--- src/rtl/neuron_spike_ctrl.sv ---
// Spike sequencing controller for the emulated exponential neuron: threshold detect,
// reset/refractory sequencing, and a timestamped spike-event FIFO toward consumers.
module neuron_spike_ctrl #(
  parameter int WIDTH          = 16,
  parameter int TS_W           = 24,
  parameter int CNT_W          = 16,
  parameter int RESET_CYCLES   = 2,
  parameter int REFRACT_CYCLES = 5,
  parameter int FIFO_DEPTH     = 4
) (
  input  logic                    clk,
  input  logic                    rst,
  input  logic                    en,
  input  logic signed [WIDTH-1:0] v_mem,
  input  logic signed [WIDTH-1:0] v_thresh,
  output logic                    v_set,
  output logic                    hold,
  output logic                    busy,
  output logic                    spike_valid,
  input  logic                    spike_ready,
  output logic [TS_W-1:0]         spike_time,
  output logic [CNT_W-1:0]        spike_count,
  output logic                    overflow
);

  localparam int         AW          = (FIFO_DEPTH > 1) ? $clog2(FIFO_DEPTH) : 1;
  localparam int         CW          = AW + 1;
  localparam logic [7:0] RST_LOAD    = 8'(RESET_CYCLES - 1);
  localparam logic [7:0] REF_LOAD    = 8'((REFRACT_CYCLES > 0) ? REFRACT_CYCLES - 1 : 0);
  localparam bit         HAS_REFRACT = (REFRACT_CYCLES > 0);

  typedef enum logic [1:0] {IDLE, INTEGRATE, SPIKE, REFRACT} state_t;

  function automatic logic [CNT_W-1:0] sat_inc(input logic [CNT_W-1:0] x);
    return (&x) ? x : x + CNT_W'(1);
  endfunction

  state_t            state, state_d;
  logic [7:0]        seq_cnt, seq_cnt_d;
  logic              detect;
  logic [TS_W-1:0]   ts;

  logic [TS_W-1:0]   fifo_mem [FIFO_DEPTH];
  logic [AW-1:0]     wr_ptr, rd_ptr, rd_ptr_d;
  logic [CW-1:0]     fifo_cnt, fifo_cnt_d;
  logic              full, pop, push_ok;
  logic [TS_W-1:0]   spike_time_d;

  // Sequencer: seq_cnt counts down the remaining cycles of SPIKE or REFRACT.
  always_comb begin
    state_d   = state;
    seq_cnt_d = seq_cnt;
    detect    = 1'b0;
    case (state)
      IDLE: begin
        if (en) state_d = INTEGRATE;
      end
      INTEGRATE: begin
        if (!en) begin
          state_d = IDLE;
        end else if (v_mem >= v_thresh) begin
          detect    = 1'b1;
          state_d   = SPIKE;
          seq_cnt_d = RST_LOAD;
        end
      end
      SPIKE: begin
        if (seq_cnt == 8'd0) begin
          if (HAS_REFRACT) begin
            state_d   = REFRACT;
            seq_cnt_d = REF_LOAD;
          end else begin
            state_d = en ? INTEGRATE : IDLE;
          end
        end else begin
          seq_cnt_d = seq_cnt - 8'd1;
        end
      end
      REFRACT: begin
        if (seq_cnt == 8'd0) state_d = en ? INTEGRATE : IDLE;
        else                 seq_cnt_d = seq_cnt - 8'd1;
      end
      default: state_d = IDLE;
    endcase
  end

  // FIFO bookkeeping; a full FIFO still accepts a push when the head pops the same cycle.
  always_comb begin
    full       = (fifo_cnt == CW'(FIFO_DEPTH));
    pop        = spike_valid & spike_ready;
    push_ok    = detect & (~full | pop);
    rd_ptr_d   = pop ? rd_ptr + AW'(1) : rd_ptr;
    fifo_cnt_d = fifo_cnt;
    case ({push_ok, pop})
      2'b10:   fifo_cnt_d = fifo_cnt + CW'(1);
      2'b01:   fifo_cnt_d = fifo_cnt - CW'(1);
      default: fifo_cnt_d = fifo_cnt;
    endcase
    if (fifo_cnt_d == '0)
      spike_time_d = spike_time;
    else if (fifo_cnt == '0 || (fifo_cnt == CW'(1) && pop))
      spike_time_d = ts;
    else
      spike_time_d = fifo_mem[rd_ptr_d];
  end

  always_ff @(posedge clk) begin
    if (rst) begin
      state       <= IDLE;
      seq_cnt     <= 8'd0;
      v_set       <= 1'b0;
      hold        <= 1'b0;
      busy        <= 1'b0;
      ts          <= '0;
      wr_ptr      <= '0;
      rd_ptr      <= '0;
      fifo_cnt    <= '0;
      spike_valid <= 1'b0;
      spike_time  <= '0;
      spike_count <= '0;
      overflow    <= 1'b0;
    end else begin
      state       <= state_d;
      seq_cnt     <= seq_cnt_d;
      v_set       <= (state_d == SPIKE);
      hold        <= (state_d == REFRACT);
      busy        <= (state_d == SPIKE) || (state_d == REFRACT);
      if (en) ts  <= ts + TS_W'(1);
      if (push_ok) wr_ptr <= wr_ptr + AW'(1);
      rd_ptr      <= rd_ptr_d;
      fifo_cnt    <= fifo_cnt_d;
      spike_valid <= (fifo_cnt_d != '0);
      spike_time  <= spike_time_d;
      if (detect) spike_count <= sat_inc(spike_count);
      if (detect && full && !pop) overflow <= 1'b1;
    end
  end

  always_ff @(posedge clk) begin
    if (push_ok) fifo_mem[wr_ptr] <= ts;
  end

endmodule

--- config.mk ---
export PLATFORM = sky130hd
export DESIGN_NAME = neuron_spike_ctrl
export DESIGN_NICKNAME = d
export VERILOG_FILES = /design/src/rtl/neuron_spike_ctrl.sv
export SDC_FILE = /design/constraint.sdc
export NUM_CORES = 1
export LEC_CHECK = 0
export CAP_MARGIN = 20
export CORE_MARGIN = 2
export CORE_UTILIZATION = 45
export DETAILED_ROUTE_END_ITERATION = 7
export PLACE_DENSITY = 0.73
export SETUP_SLACK_MARGIN = 0.3
export SYNTH_ARGS = -nofsm -noshare
export SYNTH_HDL_FRONTEND = slang
export SYNTH_SLANG_ARGS = --single-unit
--- constraint.sdc ---
create_clock -name clk -period 4.1 [get_ports clk]
set_input_delay 0.41 -clock clk [delete_from_list [all_inputs] [get_ports clk]]
set_output_delay 0.41 -clock clk [all_outputs]
set_load 0.03 [all_outputs]
==> results of run 1 <==
-- sequential cells by signal, indices dropped and copies added (netlist names) --
register     flops
fifo_mem        96
spike_time      24
ts              24
spike_count     16
seq_cnt          8
fifo_cnt         3
rd_ptr           2
state            2
wr_ptr           2
busy             1
hold             1
overflow         1
spike_valid      1
v_set            1
-- cell families after synthesis --
logic type      count (synthesis)
flops                         182
simple gates                  178
compound gates                117
buf+inv                        66
mux                            51
xor+xnor                       36
fa+ha+maj                      31
-- Yosys cell counts (2+ instances only) --
cell type  instances  area, sq um
ha_1              31          388
mux4_2            24          541
nor4_1             2         12.5
buf_6              3         33.8
o21ai_1            7         35.0
and3_1             4         25.0
nor3_1            17         85.1
nand2_1           28          105
nand4_1           15         93.8
dfxtp_1           86         1720
and2_1             7         43.8
buf_2              8         40.0
xor2_1            19          166
nor2_1            61          229
a31oi_1            3         18.8
a21oi_1           25          125
a311oi_1           3         26.3
and4_1             4         35.0
nand3_1           18         90.1
nand2b_1           3         18.8
xnor2_1           17          149
mux2i_1           27          270
a21o_1             4         30.0
nand4b_1           2         17.5
o31ai_1            4         30.0
clkbuf_1          19         71.3
nor2b_1            3         18.8
o21a_1             2         15.0
o311a_1           26          260
o21ai_0           31          155
inv_1             33          124
edfxtp_1          96         2880
or3_1              9         56.3
-- cell type report --
class / instances / area [sq um]
Multi-Input combinational cell: 413 / 3240
Sequential cell: 182 / 4600
Inverter: 34 / 128
Clock buffer: 22 / 495
Tap cell: 229 / 287
Fill cell: 1451 / 7980
Timing Repair Buffer: 93 / 956
Clock inverter: 10 / 85.1
-- through the flow --
step	instance area (sq um)	total power [mW]	hold slack [ps]	util (%)
2_1_floorplan	8100	3.83	439	-
3_3_place_gp	9220	4.31	450	51.8
3_5_place_dp	9220	4.42	468	51.8
6_report	9800	5.98	474	55.1
4_1_cts	9800	6.00	477	55.1
5_1_grt	9800	6.29	502	55.1
-- report_power, final --
group / switching [mW] / internal, mW / leakage [nW]
Combinational: 1.25 / 0.928 / 1.74
Clock: 0.710 / 0.873 / 0.278
Sequential: 0.121 / 2.09 / 1.54
-- routing by layer --
metal	track usage [%]	routed length, um
met3	4.05	726
met2	30.6	8700
met5	0	0
met4	6.23	286
met1	23.0	7410
-- worst register-to-register path, cell delays in order (launching register included) --
cell     delay [ps]
dfxtp_1         320
and2_1          300
xnor2_2         610
buf_4           390
mux4_2          540
mux2i_1         200
o21ai_0         120
o311a_1         140
-- final timing paths --
path	slack [ps]	endpoint	cells past startpoint
setup / recovery	540	spike_time[13]	11
hold / removal	470	seq_cnt[6]	2
setup reg to reg	1390	spike_time[4]	7
hold reg to reg	470	seq_cnt[6]	2
==> reports/metrics.yaml, run 1 <==
setup_path:
  crit_path_end_kind: "register"
  crit_buf_inv: 2
  crit_type: "in -> reg"
  worstReg2RegStart: "spike_valid"
  crit_fanout: 49
  arrival_ps: 3870
  start_kind: "input pin"
  cp_slowest_cell: "or4_1"
  cp.required_ps: 4410
  path_cells: "clkdlybuf4s50_1, inv_1, ha_1, nand4_1, or4_1, o21a_1, a31o_2, o2111ai_1, and4_4, o21ai_0, o311a_1"
  worstSetupStartpoint: "v_thresh[15]"
  cp_slowest_stage_delay_ps: 610
  critPathTopFamily: "simple AND/OR/NAND/NOR gates"
routing:
  antenna_left: 0
  via_count: 5567
  drc: 0
  drt_iter0_markers: 356
  drt_pass1_iterations: 5
  via_per_inst: 5.66
  drt-total-wl_mm: 17.1
  wl_per_cell_um: 17.4
die:
  fp-row-count: 49
  num_io_pins: 81
  initial_core_util_pct: 45.6
  die_h_um: 138
  core_area_sq_um: 17800
  die_w_um: 138
  die-area_sq_um: 19100
outcome:
  status: "complete, no violations"
place:
  place_hpwl_mm: 11.3
  pre_cts_ws_ps: 124
  dp_cells: 951
  port_buffers: 80
  place.gp.congestion: 0.787
yosys:
  ys_types: 53
  syn_inst: 661
  synth_top_family_by_area: "simple AND/OR/NAND/NOR gates"
  avgSynthCellArea_sq_um: 12.3
  synthAdderAreaFrac_pct: 4.79
  synthFlopType: "edfxtp_1"
  syn_area_sq_um: 8100
  ys_seq_area_share_pct: 56.9
  yosys_register_bits: 182
  synthMuxAreaShare_pct: 10.0
  synth_nets: 728
  synth_compound_area_share_pct: 10.2
  async_reset_ff_share_pct: 0
  synth-simple-area-share_pct: 10.8
  synth_warnings: 0
  synth_edf_count: 96
  synth_xor_area_share_pct: 3.89
layout:
  area.growth.synth_to_final_pct: 21.0
  fin_cells: 983
  mostFrequentLayoutCells: "edfxtp_1 (96), dfxtp_1 (86), clkdlybuf4s50_1 (79)"
  antenna_cells: 0
  drive_above_1_share_pct: 10.6
  layout.nets: 808
  final_common_cell: "edfxtp_1"
global_routing:
  grt.total_usage_pct: 18.1
  grt_max_degree: 59
  antenna_found_initial: 0
  grt_pass1_wl_mm: 27.7
  grt_pass1_vias: 5500
  grt_overflow: 0
clocking:
  cts_tree: "done"
  cts_max_level: 4
  clk_pin_slew_worst_paths_ps: 70
  cts_sinks: 182
  postCtsSetupBuffers: 0
  ctsHoldBuffers: 0
  cts_buffers: 17
  root_buffer: "clkbuf_16"
  clock_path_buffers: 2
  clk_latency_ps: 430
  cts.repair.resized: 0
hold_path:
  hp-class: "reg -> reg"
  min_from: "seq_cnt[6]"
power:
  peakVddDrop_mv: 0.393
  leakage_nw: 3.57
  cellPowerDensity_nw_per_um2: 610
sta:
  post-route-period-util_pct: 86.9
  worst_pin_slew_ps: 727
  slew_viol_final: 0
  finalSetupTns_ps: 0
  min_period_ps: 3560
  clock_skew_ps: 9.74
  setup_viol: 0
  rsz0062_at_grt: "no"
  clock.fmax_mhz: 281
  finalHoldViolCount: 0
  setup_slack_ps: 536
  slew_headroom_pct: 51.4
flow_run:
  drv_cap: 0
(Power assumes the default switching activity.)
==> inputs of run 2 (changes only) <==
--- a/config.mk
+++ b/config.mk
@@ -9,7 +9,7 @@
 export CORE_MARGIN = 2
 export CORE_UTILIZATION = 45
 export DETAILED_ROUTE_END_ITERATION = 7
-export PLACE_DENSITY = 0.73
+export PLACE_DENSITY_LB_ADDON = 0.08
 export SETUP_SLACK_MARGIN = 0.3
 export SYNTH_ARGS = -nofsm -noshare
 export SYNTH_HDL_FRONTEND = slang
==> run 2 against run 1 <==
Critical path type unchanged. Sequential share of layout area fell by 0.14 points. First-iteration DRC count fell by 10%. Global-route usage rose by 0.45 points. Largest power group unchanged.
==> reports/metrics.yaml, run 2 (same netlist as run 1, synthesis figures left out) <==
outcome:
  status: "complete, no violations"
routing:
  via_per_inst: 5.56
  route.met3.wl_um: 615
  antenna_left: 0
  drt_pass1_iterations: 5
  highest_layer: "met4"
  drt_iter0_markers: 319
  wl_met1_mm: 8.19
  dr_wl_met2_mm: 8.17
  drt-total-wl_mm: 17.1
  via_count: 5463
  wl_per_cell_um: 17.4
  drc: 0
hold_path:
  hp-class: "reg -> reg"
  min_to: "seq_cnt[6]"
  min_from: "seq_cnt[6]"
  holdPathStages: 2
sta:
  post-route-period-util_pct: 84.8
  clock_skew_ps: 11.6
  holdWs_ps: 468
  worst_pin_slew_ps: 700
  finalSetupTns_ps: 0
  setup_viol: 0
  clock.fmax_mhz: 288
  slew_viol_final: 0
  min_period_ps: 3480
  slew_headroom_pct: 53.2
  finalHoldViolCount: 0
  rsz0062_at_grt: "no"
layout:
  reg_top3: "fifo_mem (96), spike_time (24), ts (24)"
  largest_reg_flops: 96
  seqCellArea_sq_um: 4600
  area.growth.synth_to_final_pct: 21.3
  top_register: "fifo_mem"
  multi_input_area_sq_um: 3240
  layout.nets: 808
  mostFrequentLayoutCells: "edfxtp_1 (96), dfxtp_1 (86), clkdlybuf4s50_1 (79)"
  antenna_cells: 0
  stdcell_area_sq_um: 9830
  drive_above_1_share_pct: 10.3
  final_common_cell: "edfxtp_1"
  n_fill_cell: 1534
setup_path:
  cp.required_ps: 4410
  reg2reg_depth: 7
  crit_type: "in -> reg"
  crit_path_end_kind: "register"
  worstReg2RegStart: "spike_valid"
  regToRegEndpoint: "spike_time[4]"
  arrival_ps: 3780
  crit_fanout: 46
  r2r_setup_slack_ps: 1540
  start_kind: "input pin"
place:
  place_hpwl_mm: 10.5
  placed_cell_area_sq_um: 9220
  port_buffers: 80
  place.gp.congestion: 0.768
clocking:
  cts_tree: "done"
  root_buffer: "clkbuf_16"
  cts.repair.resized: 0
  ctsHoldBuffers: 0
  clock_path_buffers: 2
  postCtsSetupBuffers: 0
  cts_buffers: 17
  cts_sinks: 182
  cts_max_level: 4
  clk_pin_slew_worst_paths_ps: 70
  clk_latency_ps: 420
flow_run:
  drv_cap: 0
global_routing:
  grt_pass1_wl_mm: 28.3
  grt_pass1_vias: 5431
  antenna_found_initial: 0
  grt.total_usage_pct: 18.5
  grt_overflow: 0
  grt_max_degree: 60
die:
  core_area_sq_um: 17800
  num_io_pins: 81
  die-area_sq_um: 19100
  initial_core_util_pct: 45.6
  die_h_um: 138
  fp-row-count: 49
  die_w_um: 138
power:
  power.total_mw: 6.04
  peakVddDrop_mv: 0.414
  cellPowerDensity_nw_per_um2: 614
  leakage_nw: 3.59
[run 2: worst max-delay path by stage]
stage                       from         endpoint  slack [ps]  depth (start not counted)
floorplan           v_thresh[15]   fifo_mem[1][0]         630                         10
global placement    v_thresh[15]  fifo_mem[1][18]         320                         12
detailed placement  v_thresh[15]    spike_time[0]         170                         11
CTS                 v_thresh[15]   spike_time[21]         620                         11
global route        v_thresh[15]    spike_time[5]         420                         11
finish              v_thresh[15]   spike_time[21]         620                         11
[run 2: area by class of cell]
class                   instances  share of cell area [%]
clock inverters                 7                   0.497
well taps                     229                    2.92
flip-flops and latches        182                    46.9
multi-input cells             413                    33.0
inverters                      34                    1.30
repair buffers                 93                    9.73
clock buffers                  25                    5.72
[run 2: per-stage QoR]
stage,std cells,utilization [%],setup WS [ps]
after floorplan,661,-,627
after global placement,951,51.8,321
after detailed placement,951,51.8,169
after CTS,983,55.3,619
after global routing,983,55.3,415
final,983,55.3,624
[run 2: worst max-delay path, stage by stage]
cell,delay [ps]
clkdlybuf4s50_1,450
inv_1,40
ha_1,330
nand4_1,180
or4_1,600
o21a_1,270
a31o_2,300
o2111ai_1,220
and4_4,600
o21ai_0,200
o311a_1,160
[run 2: routing by layer]
layer / vias to the layer above / global-route usage [%]
met1: 2729 / 25.8
met2: 98 / 30.2
met4: 0 / 4.19
met3: 10 / 3.84
met5: - / 0
li1: 2626 / -
[run 2: report_power, final]
group	switching, mW	internal [mW]
clock	0.684	0.964
sequential	0.118	2.09
combinational	1.25	0.929
total	2.05	3.98
==> RTL edit, RTL diff (config.mk and constraints of run 1) <==
Put one more register stage on the output `spike_count`, with the module's reset. The value now appears one clock later. The other outputs are not delayed to match.
--- a/src/rtl/neuron_spike_ctrl.sv
+++ b/src/rtl/neuron_spike_ctrl.sv
@@ -32,2 +32,4 @@
   typedef enum logic [1:0] {IDLE, INTEGRATE, SPIKE, REFRACT} state_t;
+
+  logic [CNT_W-1:0] spike_count_s0;
 
@@ -119,3 +121,3 @@
       spike_time  <= '0;
-      spike_count <= '0;
+      spike_count_s0 <= '0;
       overflow    <= 1'b0;
@@ -133,3 +135,3 @@
       spike_time  <= spike_time_d;
-      if (detect) spike_count <= sat_inc(spike_count);
+      if (detect) spike_count_s0 <= sat_inc(spike_count_s0);
       if (detect && full && !pop) overflow <= 1'b1;
@@ -142,2 +144,10 @@
 
+  always_ff @(posedge clk) begin
+    if (rst) begin
+      spike_count <= '0;
+    end else begin
+      spike_count <= spike_count_s0;
+    end
+  end
+
 endmodule
Behaviour: not the same (a bounded check fails within 4 cycles, from zero or initial values and one cycle with rst high).
==> RTL edit against run 1 <==
Setup slack improved by 340 ps. Via count rose by 4.7%. Count of clock-buffer cells in the layout decreased by 5. Critical path depth decreased by 1. Sequential cell count increased by 16. Synthesized area up 8.3%. Clock skew up 6.0 ps. Final area grew 7.2%. Largest power group unchanged. Critical endpoint is now fifo_mem[0][17]. Fmax is 10% higher. Wire length up 1.3%. Hold slack improved by 8.0 ps. Synthesized cell count rose by 10%. Total power down 0.78%.
==> RTL edit: results (changes against run 1) <==
| Metric | Value |
|---|---|
| GRT Util Overall | 17.48% (was 18.07%) |
| Arr. time, crit path | 3330 ps (was 3870 ps) |
| Instance count of the mapped netlist | 730 (was 661) |
| Critical-path top delay cell | sky130_fd_sc_hd__nor4_2 (was sky130_fd_sc_hd__or4_1) |
| Largest cells by area after synthesis | sky130_fd_sc_hd__edfxtp_1 33%, sky130_fd_sc_hd__dfxtp_1 23%, sky130_fd_sc_hd__mux4_2 6.2% (was sky130_fd_sc_hd__edfxtp_1 36%, sky130_fd_sc_hd__dfxtp_1 21%, sky130_fd_sc_hd__mux4_2 6.7%) |
| Measured slew at the worst slew-check pin | 905.6 ps (was 726.8 ps) |
| Share of final layout cell area taken by clock buffers and inverters | 5.850% (was 5.926%) |
| Net total in the final layout | 875 (was 808) |
| Seq/Total Area, Yosys | 56.13% (was 56.85%) |
| Area of all sequential standard cells | 4925 µm² (was 4604 µm²) |
| Non-clock buffer contribution to total cell area | 8.650% (was 9.757%) |
| Leakage | 3.935 nW (was 3.566 nW) |
| Overall power consumption | 5.929 mW (was 5.976 mW) |
| Buffers excl. clock | 95 (was 93) |
| Maximum fanout encountered on the critical timing path | 24 (was 49) |
| Last weighted congestion value of the routability-driven placer | 0.8117 (was 0.7871) |
| Area after DPL | 9887 µm² (was 9216 µm²) |
| Seq power | 2.34 mW (was 2.21 mW) |
| Synthesized Nets | 797 (was 728) |
| # fillers | 1653 (was 1451) |
| Area of the multi-input gates | 3595 µm² (was 3242 µm²) |
| Maximum vdd drop | 296.0 µV (was 393.1 µV) |
| Most numerous cell types in the synthesized netlist | 102 x sky130_fd_sc_hd__dfxtp_1, 96 x sky130_fd_sc_hd__edfxtp_1, 54 x sky130_fd_sc_hd__nor2_1 (was 96 x sky130_fd_sc_hd__edfxtp_1, 86 x sky130_fd_sc_hd__dfxtp_1, 61 x sky130_fd_sc_hd__nor2_1) |
| Mux contribution to synthesized area | 10.80% (was 10.01%) |
| First-pass GRT wire length | 28120 µm (was 27740 µm) |
| Filler-free cell count of the finished design | 1086 (was 983) |
| Fraction of layout instances using a drive strength above 1 | 11.94% (was 10.61%) |
| Pwr/cell area | 564.6 nW/µm² (was 609.9 nW/µm²) |
| Post-DP HPWL | 11410 µm (was 11250 µm) |
| Run status | finished, final reports clean (unchanged) |
| Drt first-iter violations | 321 (was 356) |
| Post-Synth XOR/XNOR Area | 2.282% (was 3.893%) |
| Fraction of the mapped netlist area in adder cells | 4.421% (was 4.789%) |
| Prevailing post-synth register cell | sky130_fd_sc_hd__dfxtp_1 (was sky130_fd_sc_hd__edfxtp_1) |
| Clock latency of the later-clocked register in the worst-skew pair | 440 ps |
| DR vias/cell | 5.366 (was 5.663) |
| Post-synth cell types | 65 (was 53) |
| Design internal power | 3.990 mW (was 3.893 mW) |
| Worst clock skew | 15.74 ps (was 9.739 ps) |
| Maximum number of pins on one net before global-route repair | 61 (was 59) |
==> RTL edit: metal layers <==
layer	vias to the layer above	routed length, µm	track usage [%]
met3	26	606	3.199
met1	2823	7711	21.90
met4	0	307	6.863
li1	2877	-	-
met2	101	8720	30.03
met5	-	0	0
==> RTL edit: through the flow <==
stage | utilization, % | setup slack, ps | hold WS [ps]
6_report | 54.49 | 871.6 | 481.5
5_1_grt | 54.49 | 712.7 | 506.2
4_1_cts | 54.49 | 855.4 | 477.6
3_5_place_dp | 51.31 | 469.7 | 463.8
3_3_place_gp | 51.31 | 543.0 | 449.0
2_1_floorplan | - | 1030 | 432.7
==> RTL edit: worst paths after layout <==
check | start | end | slack, ps | cells after the start
worst max register to register | spike_valid | spike_time[3] | 1300 | 7
worst min-delay path | seq_cnt[5] | seq_cnt[5] | 480 | 1
worst max-delay path | v_thresh[15] | fifo_mem[0][17] | 870 | 10
worst min register to register | seq_cnt[5] | seq_cnt[5] | 480 | 1
